[config.mk]
export PLATFORM = sky130hd
export DESIGN_NAME = reset_sequencer
export DESIGN_NICKNAME = d
export VERILOG_FILES = /design/src/rtl/reset_sequencer_pkg.sv /design/src/rtl/reset_sequencer_button_debouncer.sv /design/src/rtl/reset_sequencer.sv
export SDC_FILE = /design/constraint.sdc
export NUM_CORES = 1
export LEC_CHECK = 0
export CAP_MARGIN = 0
export CORE_ASPECT_RATIO = 1.75
export CORE_UTILIZATION = 58
export DETAILED_ROUTE_END_ITERATION = 6
export GPL_TIMING_DRIVEN = 0
export PLACE_DENSITY = 0.84
export SLEW_MARGIN = 20
export SYNTH_ARGS = -nofsm -noshare
export SYNTH_HDL_FRONTEND = slang
export SYNTH_SLANG_ARGS = --single-unit
[constraint.sdc]
create_clock -name clk -period 2.4 [get_ports clk]
set_clock_uncertainty 0.2 [all_clocks]
set_input_delay 0.48 -clock clk [delete_from_list [all_inputs] [get_ports clk]]
set_output_delay 0.48 -clock clk [all_outputs]
set_load 0.01 [all_outputs]
[src/rtl/reset_sequencer_pkg.sv]
// Shared encodings for the reset sequencer: reset-cause codes and sequencer states.
// The CSR block imports this package to decode rst_cause.
package reset_sequencer_pkg;

    typedef enum logic [1:0] {
        RST_CAUSE_POR = 2'b00,
        RST_CAUSE_BTN = 2'b01,
        RST_CAUSE_SW  = 2'b10,
        RST_CAUSE_WDT = 2'b11
    } rst_cause_e;

    typedef enum logic [1:0] {
        ST_HOLD    = 2'b00,
        ST_RELEASE = 2'b01,
        ST_RUN     = 2'b10
    } seq_state_e;

    function automatic int max_int(input int a, input int b);
        return (a > b) ? a : b;
    endfunction

endpackage

[src/rtl/reset_sequencer_button_debouncer.sv]
// Push-button conditioning: 2-flop synchroniser, stability counter and a
// one-cycle pulse on the debounced press (1->0) edge.
module button_debouncer
    import reset_sequencer_pkg::*;
#(
    parameter int DEBOUNCE_CYCLES = 1000
) (
    input  logic clk,
    input  logic rstn,
    input  logic btn_n,
    output logic btn_level,
    output logic btn_evt
);

    localparam int CNT_W = max_int($clog2(DEBOUNCE_CYCLES + 1), 1);

    logic             sync_meta;
    logic             sync_out;
    logic [CNT_W-1:0] stable_cnt;
    logic             differs;
    logic             flip;

    assign differs = (sync_out != btn_level);
    assign flip    = differs && (stable_cnt == CNT_W'(DEBOUNCE_CYCLES - 1));

    // Synchroniser resets to the released level so no spurious press is seen.
    always_ff @(posedge clk or negedge rstn) begin
        if (!rstn) begin
            sync_meta <= 1'b1;
            sync_out  <= 1'b1;
        end else begin
            sync_meta <= btn_n;
            sync_out  <= sync_meta;
        end
    end

    // Any sample matching the current level restarts the stability count.
    always_ff @(posedge clk or negedge rstn) begin
        if (!rstn) begin
            stable_cnt <= '0;
            btn_level  <= 1'b1;
            btn_evt    <= 1'b0;
        end else begin
            btn_evt <= flip && !sync_out;
            if (flip) begin
                btn_level  <= sync_out;
                stable_cnt <= '0;
            end else if (differs) begin
                stable_cnt <= stable_cnt + CNT_W'(1);
            end else begin
                stable_cnt <= '0;
            end
        end
    end

endmodule

[src/rtl/reset_sequencer.sv]
// Central reset controller: releases NUM_DOMAINS reset domains in order, one
// every RELEASE_GAP cycles, and restarts on button, software or watchdog events.
module reset_sequencer
    import reset_sequencer_pkg::*;
#(
    parameter int NUM_DOMAINS     = 3,
    parameter int RELEASE_GAP     = 16,
    parameter int DEBOUNCE_CYCLES = 1000
) (
    input  logic                   clk,
    input  logic                   rstn,
    input  logic                   btn_n,
    input  logic                   sw_rst_req,
    input  logic                   wdt_expire,
    output logic [NUM_DOMAINS-1:0] domain_rstn,
    output logic                   ready,
    output logic [1:0]             rst_cause
);

    localparam int CNT_W = max_int($clog2(max_int(RELEASE_GAP, DEBOUNCE_CYCLES) + 1), 1);
    localparam int IDX_W = (NUM_DOMAINS > 1) ? $clog2(NUM_DOMAINS) : 1;

    logic btn_level;
    logic btn_evt;
    logic reset_event;

    seq_state_e             state_q, state_d;
    logic [CNT_W-1:0]       cnt_q, cnt_d;
    logic [IDX_W-1:0]       idx_q, idx_d;
    logic [NUM_DOMAINS-1:0] dom_q, dom_d;
    logic                   ready_q, ready_d;
    rst_cause_e             cause_q, cause_d;
    logic                   gap_done;

    button_debouncer #(
        .DEBOUNCE_CYCLES(DEBOUNCE_CYCLES)
    ) u_button_debouncer (
        .clk      (clk),
        .rstn     (rstn),
        .btn_n    (btn_n),
        .btn_level(btn_level),
        .btn_evt  (btn_evt)
    );

    assign reset_event = wdt_expire | btn_evt | sw_rst_req;
    assign gap_done    = (cnt_q == CNT_W'(RELEASE_GAP - 1));

    always_ff @(posedge clk or negedge rstn) begin
        if (!rstn) begin
            state_q <= ST_HOLD;
            cnt_q   <= '0;
            idx_q   <= '0;
            dom_q   <= '0;
            ready_q <= 1'b0;
            cause_q <= RST_CAUSE_POR;
        end else begin
            state_q <= state_d;
            cnt_q   <= cnt_d;
            idx_q   <= idx_d;
            dom_q   <= dom_d;
            ready_q <= ready_d;
            cause_q <= cause_d;
        end
    end

    // A reset event overrides everything, including a release due this cycle.
    always_comb begin
        state_d = state_q;
        cnt_d   = cnt_q;
        idx_d   = idx_q;
        dom_d   = dom_q;
        ready_d = ready_q;
        cause_d = cause_q;

        if (reset_event) begin
            state_d = ST_HOLD;
            cnt_d   = '0;
            idx_d   = '0;
            dom_d   = '0;
            ready_d = 1'b0;
            if (wdt_expire) begin
                cause_d = RST_CAUSE_WDT;
            end else if (btn_evt) begin
                cause_d = RST_CAUSE_BTN;
            end else begin
                cause_d = RST_CAUSE_SW;
            end
        end else begin
            case (state_q)
                ST_HOLD: begin
                    dom_d   = '0;
                    ready_d = 1'b0;
                    if (!btn_level) begin
                        cnt_d = '0;
                    end else if (gap_done) begin
                        dom_d[0] = 1'b1;
                        cnt_d    = '0;
                        idx_d    = IDX_W'(1);
                        state_d  = (NUM_DOMAINS == 1) ? ST_RUN : ST_RELEASE;
                    end else begin
                        cnt_d = cnt_q + CNT_W'(1);
                    end
                end
                ST_RELEASE: begin
                    if (gap_done) begin
                        dom_d[idx_q] = 1'b1;
                        cnt_d        = '0;
                        if (idx_q == IDX_W'(NUM_DOMAINS - 1)) begin
                            state_d = ST_RUN;
                        end else begin
                            idx_d = idx_q + IDX_W'(1);
                        end
                    end else begin
                        cnt_d = cnt_q + CNT_W'(1);
                    end
                end
                ST_RUN: begin
                    ready_d = 1'b1;
                end
                default: begin
                    state_d = ST_HOLD;
                    cnt_d   = '0;
                    idx_d   = '0;
                    dom_d   = '0;
                    ready_d = 1'b0;
                end
            endcase
        end
    end

    assign domain_rstn = dom_q;
    assign ready       = ready_q;
    assign rst_cause   = cause_q;

endmodule

# After elaboration in Yosys (flattened, before gate mapping)
# Cells that the tools add are included.
dict set report totals {
  output_inout_bits 6
  input_bits 5
  regBits 34
  wordCells 67
}
dict set report op_classes {
  addsub 3
  muxes 27
  eq_ne 13
  n_reduce_logical 8
  n_lt_le_gt_ge 2
  n_bitwise 3
}
# op n
set ops {}
lappend ops {{10-bit two-way mux} 5}
lappend ops {{10-bit case mux with 3 select lines} 1}
lappend ops {{10-bit by 1-bit adder with 10-bit output, second input constant} 2}
lappend ops {{2-bit two-way mux} 10}
lappend ops {{3-bit inequality test, second input constant} 4}
lappend ops {{2-bit case mux with 3 select lines} 2}
lappend ops {{10-bit == test, second input constant} 1}
lappend ops {{10-bit by 4-bit == test with 1-bit output, second input constant} 1}
lappend ops {{5-bit AND reduction} 2}
lappend ops {{3-bit case mux with 3 select lines} 1}
lappend ops {{3-bit two-way mux} 2}
lappend ops {{2-bit == test, second input constant} 2}
lappend ops {{1-bit two-way mux} 4}
lappend ops {{2-bit inequality test, second input constant} 2}
lappend ops {{1-bit logical AND} 3}
lappend ops {{2-bit by 3-bit less-than comparator with 1-bit output, second input constant} 1}
lappend ops {{3-bit by 2-bit inequality test with 1-bit output, second input constant} 1}
lappend ops {{3-bit OR} 1}
lappend ops {{2-bit by 1-bit adder with 2-bit output, second input constant} 1}
lappend ops {{1-bit demux with 2-bit select} 1}
lappend ops {{2-bit by 1-bit == test with 1-bit output, second input constant} 1}
lappend ops {{2-bit by 1-bit greater-or-equal comparator with 1-bit output, second input constant} 1}
lappend ops {{2-bit logical NOT} 1}
lappend ops {{1-bit OR} 2}
lappend ops {{other kinds (4)} 4}

# Longest topological paths before layout
# Gate-level depths: netlist of run 1.
dict set report logic_depth {
  ltp_word 8
  mapped_depth 6
}

# By module
# A second synthesis of run 1 with hierarchy kept.
dict set report hier_totals {
  cells_unflattened 187
  area_unflattened_um2 1796.7
}
# module n_inst area_per_inst_um2 cells_per_inst seq_area_each_um2
set modules_own_cells {}
lappend modules_own_cells {reset_sequencer 1 1144.8 126 500.5}
lappend modules_own_cells {button_debouncer 1 651.9 61 354.1}

# Worst setup path before layout of run 1
# No wires, ideal clock.
dict set report synth_path {
  path_kind {register to register}
  startpoint {register cnt_q[0]}
  endpoint {register state_q[0]}
  required_ps 2106
  path_stages_with_launch 7
  setup_ps 94
  arrival_ps 1484
  synth_period_minus_slack_ps 1778
  slack_ps 622
  cell_sequence {dfrtp_1 -> ha_1 -> and3_1 -> clkbuf_1 -> nand3_2 -> or3_1 -> a211oi_1}
}
dict set report synth_via {
  elab_chain_len 3
  word_cells_on_any_way 4
  cone_classes {eq/ne (3); reduce/logical (1)}
}
# element line_no
set synth_lines {}
lappend synth_lines {{start, declared} reset_sequencer.sv:28} ;# logic [CNT_W-1:0] cnt_q, cnt_d;
lappend synth_lines {{start signal, assigned} reset_sequencer.sv:58} ;# cnt_q <= cnt_d;
lappend synth_lines {{10-bit by 4-bit == test with 1-bit output *} reset_sequencer.sv:46} ;# assign gap_done = (cnt_q == CNT_W'(RELEASE_GAP - 1));
lappend synth_lines {{3-bit inequality test (no source line)} n/a}
lappend synth_lines {{5-bit AND reduction (no source line) *} n/a}
lappend synth_lines {{end signal, assigned} reset_sequencer.sv:57} ;# state_q <= state_d;
lappend synth_lines {{end, declared} reset_sequencer.sv:27} ;# seq_state_e state_q, state_d;
# Mark *: on every way between the ends. The rest lies on a longest branch, timed or not.
# A chain may end at the register's enable or synchronous reset.

# Worst setup path after layout of run 1
dict set report layout_path {
  startpoint {input wdt_expire}
  endpoint {register cnt_q[9]}
}
dict set report layout_via {
  elab_chain_len 3
  word_cells_on_any_way 4
  cone_classes {eq/ne (1); mux (1); bitwise (2)}
}
# element line_no
set layout_lines {}
lappend layout_lines {{start, declared} reset_sequencer.sv:14} ;# input logic wdt_expire,
lappend layout_lines {{1-bit OR * (2 in series)} reset_sequencer.sv:45} ;# assign reset_event = wdt_expire | btn_evt | sw_rst_req;
lappend layout_lines {{2-bit inequality test (no source line) or 10-bit two-way mux (tied branches)} n/a}
# Marks and branches as above.

==> results of run 1 <==
==> synth_stat cells (3+ instances only) <==
cell,number
o21ai_0,9
nor2_1,25
a21oi_1,9
ha_1,5
nand4_1,3
buf_2,3
xor2_1,5
clkbuf_1,4
nand3_1,10
inv_1,8
a211oi_1,3
nand2b_1,3
dfstp_2,3
nand2_1,7
or3_1,3
xnor2_1,12
nor3_1,6
dfrtp_1,31
==> report_power, final <==
part | total, mW | internal (mW) | leakage [nW] | switching, mW
combinational | 0.0419 | 0.0144 | 0.271 | 0.0274
sequential | 0.587 | 0.582 | 0.454 | 0.00547
clock | 0.399 | 0.201 | 0.0450 | 0.199
total | 1.03 | 0.797 | 0.769 | 0.232
==> registers in the layout (all words and copies together), names as in the netlist, 2 cells and up <==
| signal | flops |
|---|---|
| cnt_q | 10 |
| u_button_debouncer.stable_cnt | 10 |
| domain_rstn | 3 |
| idx_q | 2 |
| rst_cause | 2 |
| state_q | 2 |
==> metrics by stage <==
stage	cell area (um2)	std cells	hold slack, ns	power [mW]	util
after detailed placement	1827	209	0.1533	0.6403	0.6636
final	1909	217	0.04887	1.028	0.6936
after global routing	1909	217	0.1091	1.064	0.6936
after CTS	1909	217	0.06958	1.040	0.6936
after global placement	1832	209	0.1479	0.6378	0.6655
after floorplan	1698	172	-0.01559	0.6131	-
==> layer usage <==
layer	global-route usage	share of wire	vias up
met3	0.06143	0.030	8
li1	-	-	629
met4	0.1528	0.025	0
met2	0.4680	0.56	23
met1	0.2333	0.38	683
met5	0	0	-
==> worst max-delay path, delay by kind of cell <==
family          cells  cell delay (ns)
buf+inv             2             0.72
xor+xnor            1             0.19
simple gates        2             0.15
compound gates      1             0.59
==> cell families (layout without fill, tap and decap cells) <==
group / Yosys count / after routing / share of synthesized area
AOI/OAI and AO/OA: 34 / 34 / 0.1275
muxes: 2 / 2 / 0.01179
xor gates and xnor gates: 17 / 17 / 0.08769
buffers and inverters: 15 / 33 / 0.03537
adders and majority gates: 5 / 5 / 0.03685
DFF: 34 / 34 / 0.5033
and+or+nand+nor: 65 / 65 / 0.1975
==> cell type report <==
type,instances,area [um2]
buffer,7,30.03
inverter,8,30.03
fill,208,843.3
clock buffer,6,72.57
multi-input combinational,123,783.3
timing repair buffer,10,95.09
tap,27,33.78
sequential,34,854.6
clock inverter,2,10.01
==> worst paths after layout <==
check	endpoint	slack [ns]	start	cells past startpoint
worst min register to register	u_button_debouncer.sync_out$_DFF_PN1_	0.16	u_button_debouncer.sync_meta$_DFF_PN1_	0
min in group clk	u_button_debouncer.sync_out$_DFF_PN1_	0.16	u_button_debouncer.sync_meta$_DFF_PN1_	0
worst max-delay path	cnt_q[9]$_DFFE_PN0N_	0.22	wdt_expire	6
max in group asynchronous	domain_rstn[1]$_DFFE_PN0P_	1.48	rstn	1
worst min-delay path	cnt_q[4]$_DFFE_PN0N_	0.05	rstn	1
worst max register to register	cnt_q[9]$_DFFE_PN0N_	0.43	cnt_q[0]$_DFFE_PN0N_	6
==> results.json, run 1 <==
{
  "drt-wirelength-per-cell_um": 15.80,
  "postCtsHoldBufs": 0,
  "layout.nets": 199,
  "io_pins": 11,
  "drt_first_iter_violations": 39,
  "slew_headroom": 0.5115,
  "synthTopCellsByArea": "dfrtp_1 46%, xnor2_1 6.2%, nor2_1 5.5%",
  "grt_pass1_wl_um": 5768,
  "timing.final.ws_setup_ns": 0.2244,
  "cts_tree": "built",
  "fin_tns_setup_ns": 0,
  "synth-edff-count": 0,
  "cts_resized": 0,
  "maxCapViolations": 0,
  "critPathLaunchType": "input port",
  "die-area_um2": 3156,
  "grt_usage": 0.2504,
  "worstPathMaxFanout": 10,
  "final_cell_mix": "31 x dfrtp_1, 25 x nor2_1, 12 x xnor2_1",
  "clockBufferDepth": 2,
  "die_h_um": 73.58,
  "synth-seq-cells": 34,
  "synth_top_area_share": 0.4569,
  "async_flop_share": 1.000,
  "crit_path_end_kind": "flip-flop",
  "yosys.cell_types.count": 37,
  "vias": 1343,
  "clk-insertion-delay-late_ns": 0.29,
  "worstPathArrival_ns": 2.14,
  "powerDensity_nw_per_um2": 538.6,
  "cp_cell_sequence": "clkdlybuf4s50_1 > nor3_1 > buf_2 > a2111oi_0 > xnor2_1 > nor2_1",
  "drtAntennaViolNets": 0,
  "port_buffers": 10,
  "post-place-ws_ns": -0.001116,
  "wirelength_um": 3428,
  "numCtsBuffers": 5,
  "required_ns": 2.36,
  "period_needed_ns": 2.176,
  "p_leak_nw": 0.7695,
  "setup_viol": 0,
  "avgSynthCellArea_um2": 9.871,
  "ir_drop_mv": 0.5149,
  "grt_start_max_net_pins": 35,
  "synth_top_area_cell": "dfrtp_1",
  "synth_nets": 182,
  "fmax_ghz": 0.4596,
  "core-area_um2": 2753,
  "antenna_found_initial": 0,
  "initial_core_util": 0.6168,
  "row_count": 25,
  "cts_sinks": 34,
  "drt-vias-per-instance": 6.189,
  "min_path_type": "in -> async",
  "fin_crit_sh": 0.9065,
  "dp_hpwl_um": 2457,
  "critPathMaxStageDelay_ns": 0.59,
  "final_layout_size_suffix_gt1_frac": 0.1000,
  "grt.overflow.total": 0,
  "ys_seq_area_frac": 0.5033,
  "worst_pin_slew_ns": 0.7328,
  "n_antenna_cell": 0,
  "die_x_um": 42.90,
  "slowest_stage": "a2111oi_0",
  "path_class": "in -> reg",
  "grt_pass1_vias": 1387,
  "area.growth.synth_to_final_pct": 12.45,
  "clkTransAtPathRegs_ns": 0.07,
  "synth_cells": 172,
  "synth.yosys.warnings": 0,
  "rsz0062_at_grt": "no",
  "postCtsSetupBuffers": 0,
  "status": "finished clean",
  "htree_levels": 2,
  "routabilityCongestion": 0.8261,
  "synth_ff_type": "dfrtp_1",
  "drv_slew": 0,
  "final_common_cell": "dfrtp_1",
  "dr.pass1.iters": 4,
  "synth_area_um2": 1698,
  "drc": 0,
  "cts_root_buf": "clkbuf_8",
  "finalHoldViolCount": 0
}
(Power assumes the default switching activity.)
==> run 2, diff against run 1 <==
--- a/config.mk
+++ b/config.mk
@@ -11,6 +11,7 @@
 export DETAILED_ROUTE_END_ITERATION = 6
 export GPL_TIMING_DRIVEN = 0
 export PLACE_DENSITY = 0.84
+export SETUP_SLACK_MARGIN = 0.5
 export SLEW_MARGIN = 20
 export SYNTH_ARGS = -nofsm -noshare
 export SYNTH_HDL_FRONTEND = slang
==> run 2 against run 1 <==
Global-route usage is 0.82 points higher. Count of clock-buffer cells in the layout stayed put. Hold slack better by 0.0022 ns. Sequential share of layout area is 2.3 points lower. Cell count is 2.8% higher. Cell area is 5.6% higher. Worst setup slack better by 0.32 ns. Total power is 0.55% higher.
==> results.json, run 2 (synthesized netlist as in run 1, its figures left out) <==
{
  "status": "finished clean",
  "die_h_um": 73.58,
  "drc": 0,
  "setup_viol": 0,
  "drt-wirelength-per-cell_um": 16.74,
  "clk-insertion-delay-late_ns": 0.29,
  "dp_hpwl_um": 2457,
  "grt_util_met1": 0.2529,
  "final_layout_size_suffix_gt1_frac": 0.1735,
  "initial_core_util": 0.6168,
  "row_count": 25,
  "cp_cell_sequence": "clkdlybuf4s50_1",
  "clockBufferDepth": 2,
  "wirelength_um": 3732,
  "crit_buf_inv": 1,
  "timing.final.ws_setup_ns": 0.5438,
  "cts_sinks": 34,
  "worst_pin_slew_ns": 0.7461,
  "rsz0062_at_grt": "no",
  "grt_pass1_vias": 1392,
  "dr.pass1.iters": 4,
  "powerDensity_nw_per_um2": 512.7,
  "worstPathMaxFanout": 2,
  "fmax_ghz": 0.5387,
  "drv_slew": 0,
  "routabilityCongestion": 0.8261,
  "finalHoldViolCount": 0,
  "ir_drop_mv": 0.4941,
  "antenna_found_initial": 0,
  "clkTransAtPathRegs_ns": 0.07,
  "area.growth.synth_to_final_pct": 18.79,
  "grt_start_max_net_pins": 35,
  "period_needed_ns": 1.856,
  "fin_crit_sh": 0.7734,
  "numCtsBuffers": 5,
  "slew_headroom": 0.5026,
  "final_cell_mix": "30 x dfrtp_1, 25 x nor2_1, 12 x xnor2_1",
  "post-place-ws_ns": -0.001116,
  "register_area_um2": 855.8,
  "drtAntennaViolNets": 0,
  "critPathMaxStageDelay_ns": 0.54,
  "p_leak_nw": 0.8547,
  "grt_util_met3": 0.06143,
  "slowest_stage": "clkdlybuf4s50_1",
  "layout.nets": 205,
  "multiInputGateArea_um2": 828.3,
  "grt.overflow.total": 0,
  "die-area_um2": 3156,
  "maxCapViolations": 0,
  "htree_levels": 2,
  "drt-vias-per-instance": 6.224,
  "worstPathArrival_ns": 1.18,
  "n_fill_cell": 198,
  "die_x_um": 42.90,
  "min_path_type": "in -> async",
  "grt_pass1_wl_um": 5954,
  "cts_root_buf": "clkbuf_8",
  "vias": 1388,
  "required_ns": 1.72,
  "critPathLaunchType": "flip-flop",
  "grtUsageMet2": 0.4832,
  "ff2ff_setup_slack_ns": 0.55,
  "busiest_layer": "met2",
  "grt_usage": 0.2586,
  "io_pins": 11,
  "crit_path_end_kind": "output port",
  "fin_util": 0.7327,
  "crit_family": "buffers and inverters",
  "n_antenna_cell": 0,
  "port_buffers": 10,
  "drt_first_iter_violations": 24,
  "final_common_cell": "dfrtp_1",
  "path_class": "reg -> out",
  "cts_tree": "built",
  "core-area_um2": 2753
}
run 2: worst paths after layout:
check	start	end	cells after the start
setup / recovery	rst_cause[0]$_DFFE_PN0N_	rst_cause[0]	1
hold / removal	rstn	cnt_q[4]$_DFFE_PN0N_	1
setup reg to reg	cnt_q[5]$_DFFE_PN0N_	state_q[0]$_DFFE_PN0P_	5
hold reg to reg	u_button_debouncer.sync_meta$_DFF_PN1_	u_button_debouncer.sync_out$_DFF_PN1_	0
max in group asynchronous	rstn	cnt_q[5]$_DFFE_PN0N_	1
min in group clk	u_button_debouncer.sync_meta$_DFF_PN1_	u_button_debouncer.sync_out$_DFF_PN1_	0
run 2: cell type report:
cell class / instances / share of cell area
clock inverters: 2 / 0.004963
flip-flops and latches: 34 / 0.4243
well taps: 27 / 0.01675
multi-input cells: 123 / 0.4107
repair buffers: 16 / 0.07010
inverters: 8 / 0.01489
clock buffers: 6 / 0.03598
plain buffers: 7 / 0.02233
run 2: per-stage QoR:
step	power [mW]	area (um2)	TNS, ns	cells	hold WS [ns]
final	1.034	2017	0	223	0.05104
after CTS	1.041	1949	0	218	0.06958
after detailed placement	0.6403	1827	-0.001116	209	0.1533
after global placement	0.6378	1832	0	209	0.1479
after global routing	1.068	2017	0	223	0.1086
after floorplan	0.6131	1698	0	172	-0.01559
run 2: what timing repair did:
action / CTS / global route
setup endpoints to repair: 21 / 22
resized for setup: 12 / 11
hold endpoints to repair: 0 / 0
pin swaps: 2 / 3
buffers inserted: 1 / 5
hold buffers: 0 / 0
run 2: routing by layer:
layer	share of wire	vias to the layer above
li1	-	641
met2	0.58	36
met1	0.36	701
met4	0.032	0
met3	0.033	10
met5	0	-
run 2: where the power goes:
group          total [mW]  leakage [nW]  internal (mW)  switching [mW]
Combinational      0.0431         0.358         0.0148          0.0283
Clock               0.404        0.0450          0.201           0.203
Sequential          0.587         0.452          0.581         0.00563
Total                1.03         0.855          0.797           0.237
==> run 3, diff against run 2 <==
--- a/config.mk
+++ b/config.mk
@@ -7,10 +7,10 @@
 export LEC_CHECK = 0
 export CAP_MARGIN = 0
 export CORE_ASPECT_RATIO = 1.75
-export CORE_UTILIZATION = 58
+export CORE_UTILIZATION = 52
 export DETAILED_ROUTE_END_ITERATION = 6
 export GPL_TIMING_DRIVEN = 0
-export PLACE_DENSITY = 0.84
+export PLACE_DENSITY = 0.8
 export SETUP_SLACK_MARGIN = 0.5
 export SLEW_MARGIN = 20
 export SYNTH_ARGS = -nofsm -noshare
==> constraint.sdc (replaced) <==
create_clock -name clk -period 1.6 [get_ports clk]
set_clock_uncertainty 0.2 [all_clocks]
set_input_delay 0.32 -clock clk [delete_from_list [all_inputs] [get_ports clk]]
set_output_delay 0.32 -clock clk [all_outputs]
set_load 0.01 [all_outputs]
==> run 3 against run 2 <==
The flow now finishes with violations (hold timing, setup timing). Register-to-register slack got worse by 0.78 ns. Hold slack worse by 0.15 ns. Global-route usage is 1.2 points higher. Worst setup slack lost 0.78 ns. Critical path depth up 4. First-iteration DRC count increased by 130%. Count of clock-buffer cells in the layout up 2. Critical endpoint is now domain_rstn[0]$_DFFE_PN0P_. Largest power group unchanged.
==> results.json, run 3 (synthesized netlist as in run 1, its figures left out) <==
{
  "io_pins": 11,
  "cp_cell_sequence": "nor4_4 > buf_4 > nand3_4 > o41ai_2 > o211a_1",
  "slowest_stage": "dfrtp_1",
  "grt_pass1_wl_um": 6824,
  "worstPathArrival_ns": 1.86,
  "clockBufferDepth": 2,
  "initial_core_util": 0.5404,
  "numCtsBuffers": 5,
  "powerDensity_nw_per_um2": 684.7,
  "violations": "hold timing, setup timing",
  "wirelength_um": 4390,
  "crit_path_end_kind": "flip-flop",
  "fmax_ghz": 0.5456,
  "clkTransAtPathRegs_ns": 0.07,
  "n_fill_cell": 216,
  "die-area_um2": 3507,
  "grt_start_max_net_pins": 35,
  "period_needed_ns": 1.833,
  "die_h_um": 77.59,
  "grt_pass1_vias": 1502,
  "multiInputGateArea_um2": 988.4,
  "r2r-start": "cnt_q[9]$_DFFE_PN0N_",
  "path_class": "reg -> reg",
  "hold_slack_ns": -0.1028,
  "ir_drop_mv": 0.6494,
  "clk-insertion-delay-late_ns": 0.28,
  "rsz0062_at_grt": "yes",
  "drc": 0,
  "n_antenna_cell": 0,
  "drt-wirelength-per-cell_um": 17.02,
  "die_x_um": 45.20,
  "worst_pin_slew_ns": 0.7447,
  "slew_headroom": 0.5035,
  "drt_first_iter_violations": 54,
  "row_count": 27,
  "crit_path_start": "cnt_q[9]$_DFFE_PN0N_",
  "final_cell_mix": "30 x dfrtp_1, 23 x buf_4, 14 x nor2_1",
  "dr.pass1.iters": 4,
  "required_ns": 1.62,
  "timing.final.ws_setup_ns": -0.2328,
  "drt-vias-per-instance": 5.764,
  "drv_slew": 0,
  "status": "complete, but fails checks",
  "routabilityCongestion": 0.8602,
  "worstPathMaxFanout": 4,
  "final_common_cell": "dfrtp_1",
  "grt_usage": 0.2705,
  "fin_tns_setup_ns": -2.683,
  "cts_sinks": 34,
  "area.growth.synth_to_final_pct": 39.28,
  "setup_viol": 17,
  "layout.nets": 224,
  "port_buffers": 10,
  "grt.overflow.total": 0,
  "p_leak_nw": 0.9577,
  "cts_tree": "built",
  "drtAntennaViolNets": 0,
  "fin_crit_sh": 1.146,
  "dp_hpwl_um": 2524,
  "cts_root_buf": "clkbuf_8",
  "maxCapViolations": 0,
  "core-area_um2": 3142,
  "critPathLaunchType": "flip-flop",
  "finalHoldViolCount": 31,
  "critPathMaxStageDelay_ns": 0.43,
  "min_path_type": "in -> async",
  "htree_levels": 2,
  "register_area_um2": 855.8,
  "antenna_found_initial": 0,
  "power_mw": 1.619,
  "final_layout_size_suffix_gt1_frac": 0.3907,
  "vias": 1487,
  "fin_util": 0.7527
}
## run 3: worst paths after layout
path	depth (start not counted)	endpoint	slack, ns
min in group clk	0	u_button_debouncer.sync_out$_DFF_PN1_	0.16
min	1	cnt_q[9]$_DFFE_PN0N_	-0.10
max reg2reg	5	domain_rstn[0]$_DFFE_PN0P_	-0.23
max in group asynchronous	1	cnt_q[5]$_DFFE_PN0N_	0.79
min reg2reg	0	u_button_debouncer.sync_out$_DFF_PN1_	0.16
max	5	domain_rstn[0]$_DFFE_PN0P_	-0.23
## run 3: where the power goes
| group | switching [mW] | total, mW | internal (mW) | leakage, nW |
|---|---|---|---|---|
| registers | 0.0112 | 0.884 | 0.872 | 0.452 |
| clock network | 0.286 | 0.637 | 0.350 | 0.0455 |
| logic | 0.0554 | 0.0988 | 0.0434 | 0.460 |
| total | 0.353 | 1.62 | 1.27 | 0.958 |
## run 3: metrics by stage
stage	area [um2]	instances	worst slack, ns
6_report	2365	258	-0.2328
5_1_grt	2365	258	-0.2786
4_1_cts	2225	253	-0.1955
3_5_place_dp	1902	225	-0.5756
3_3_place_gp	1907	225	-0.6211
2_1_floorplan	1753	172	-0.1128
## run 3: cell type report
class                      count  area share
tap                           43     0.02275
clock buffer                   8     0.03810
inverter                       8     0.01270
sequential                    34      0.3619
multi-input combinational    123      0.4180
timing repair buffer          35      0.1122
buffer                         7     0.03439
## run 3: repair_timing
item	4_1_cts	5_1_grt
setup buffers	19	5
pin swaps	7	3
endpoints found under the hold margin	31	31
setup endpoints to repair	36	36
cloned	1	0
resized for setup	55	23
## run 3: worst max-delay path: cells and delay by family, from the launching register on
family	cells	cell delay [ns]
compound gates	2	0.57
flops	1	0.43
simple gates	2	0.38
buf+inv	1	0.19
## run 3: layer usage
layer	global-route usage	wire [um]
met1	0.2722	1578
met2	0.4710	2525
met3	0.07209	128
met4	0.1515	158
met5	0	0
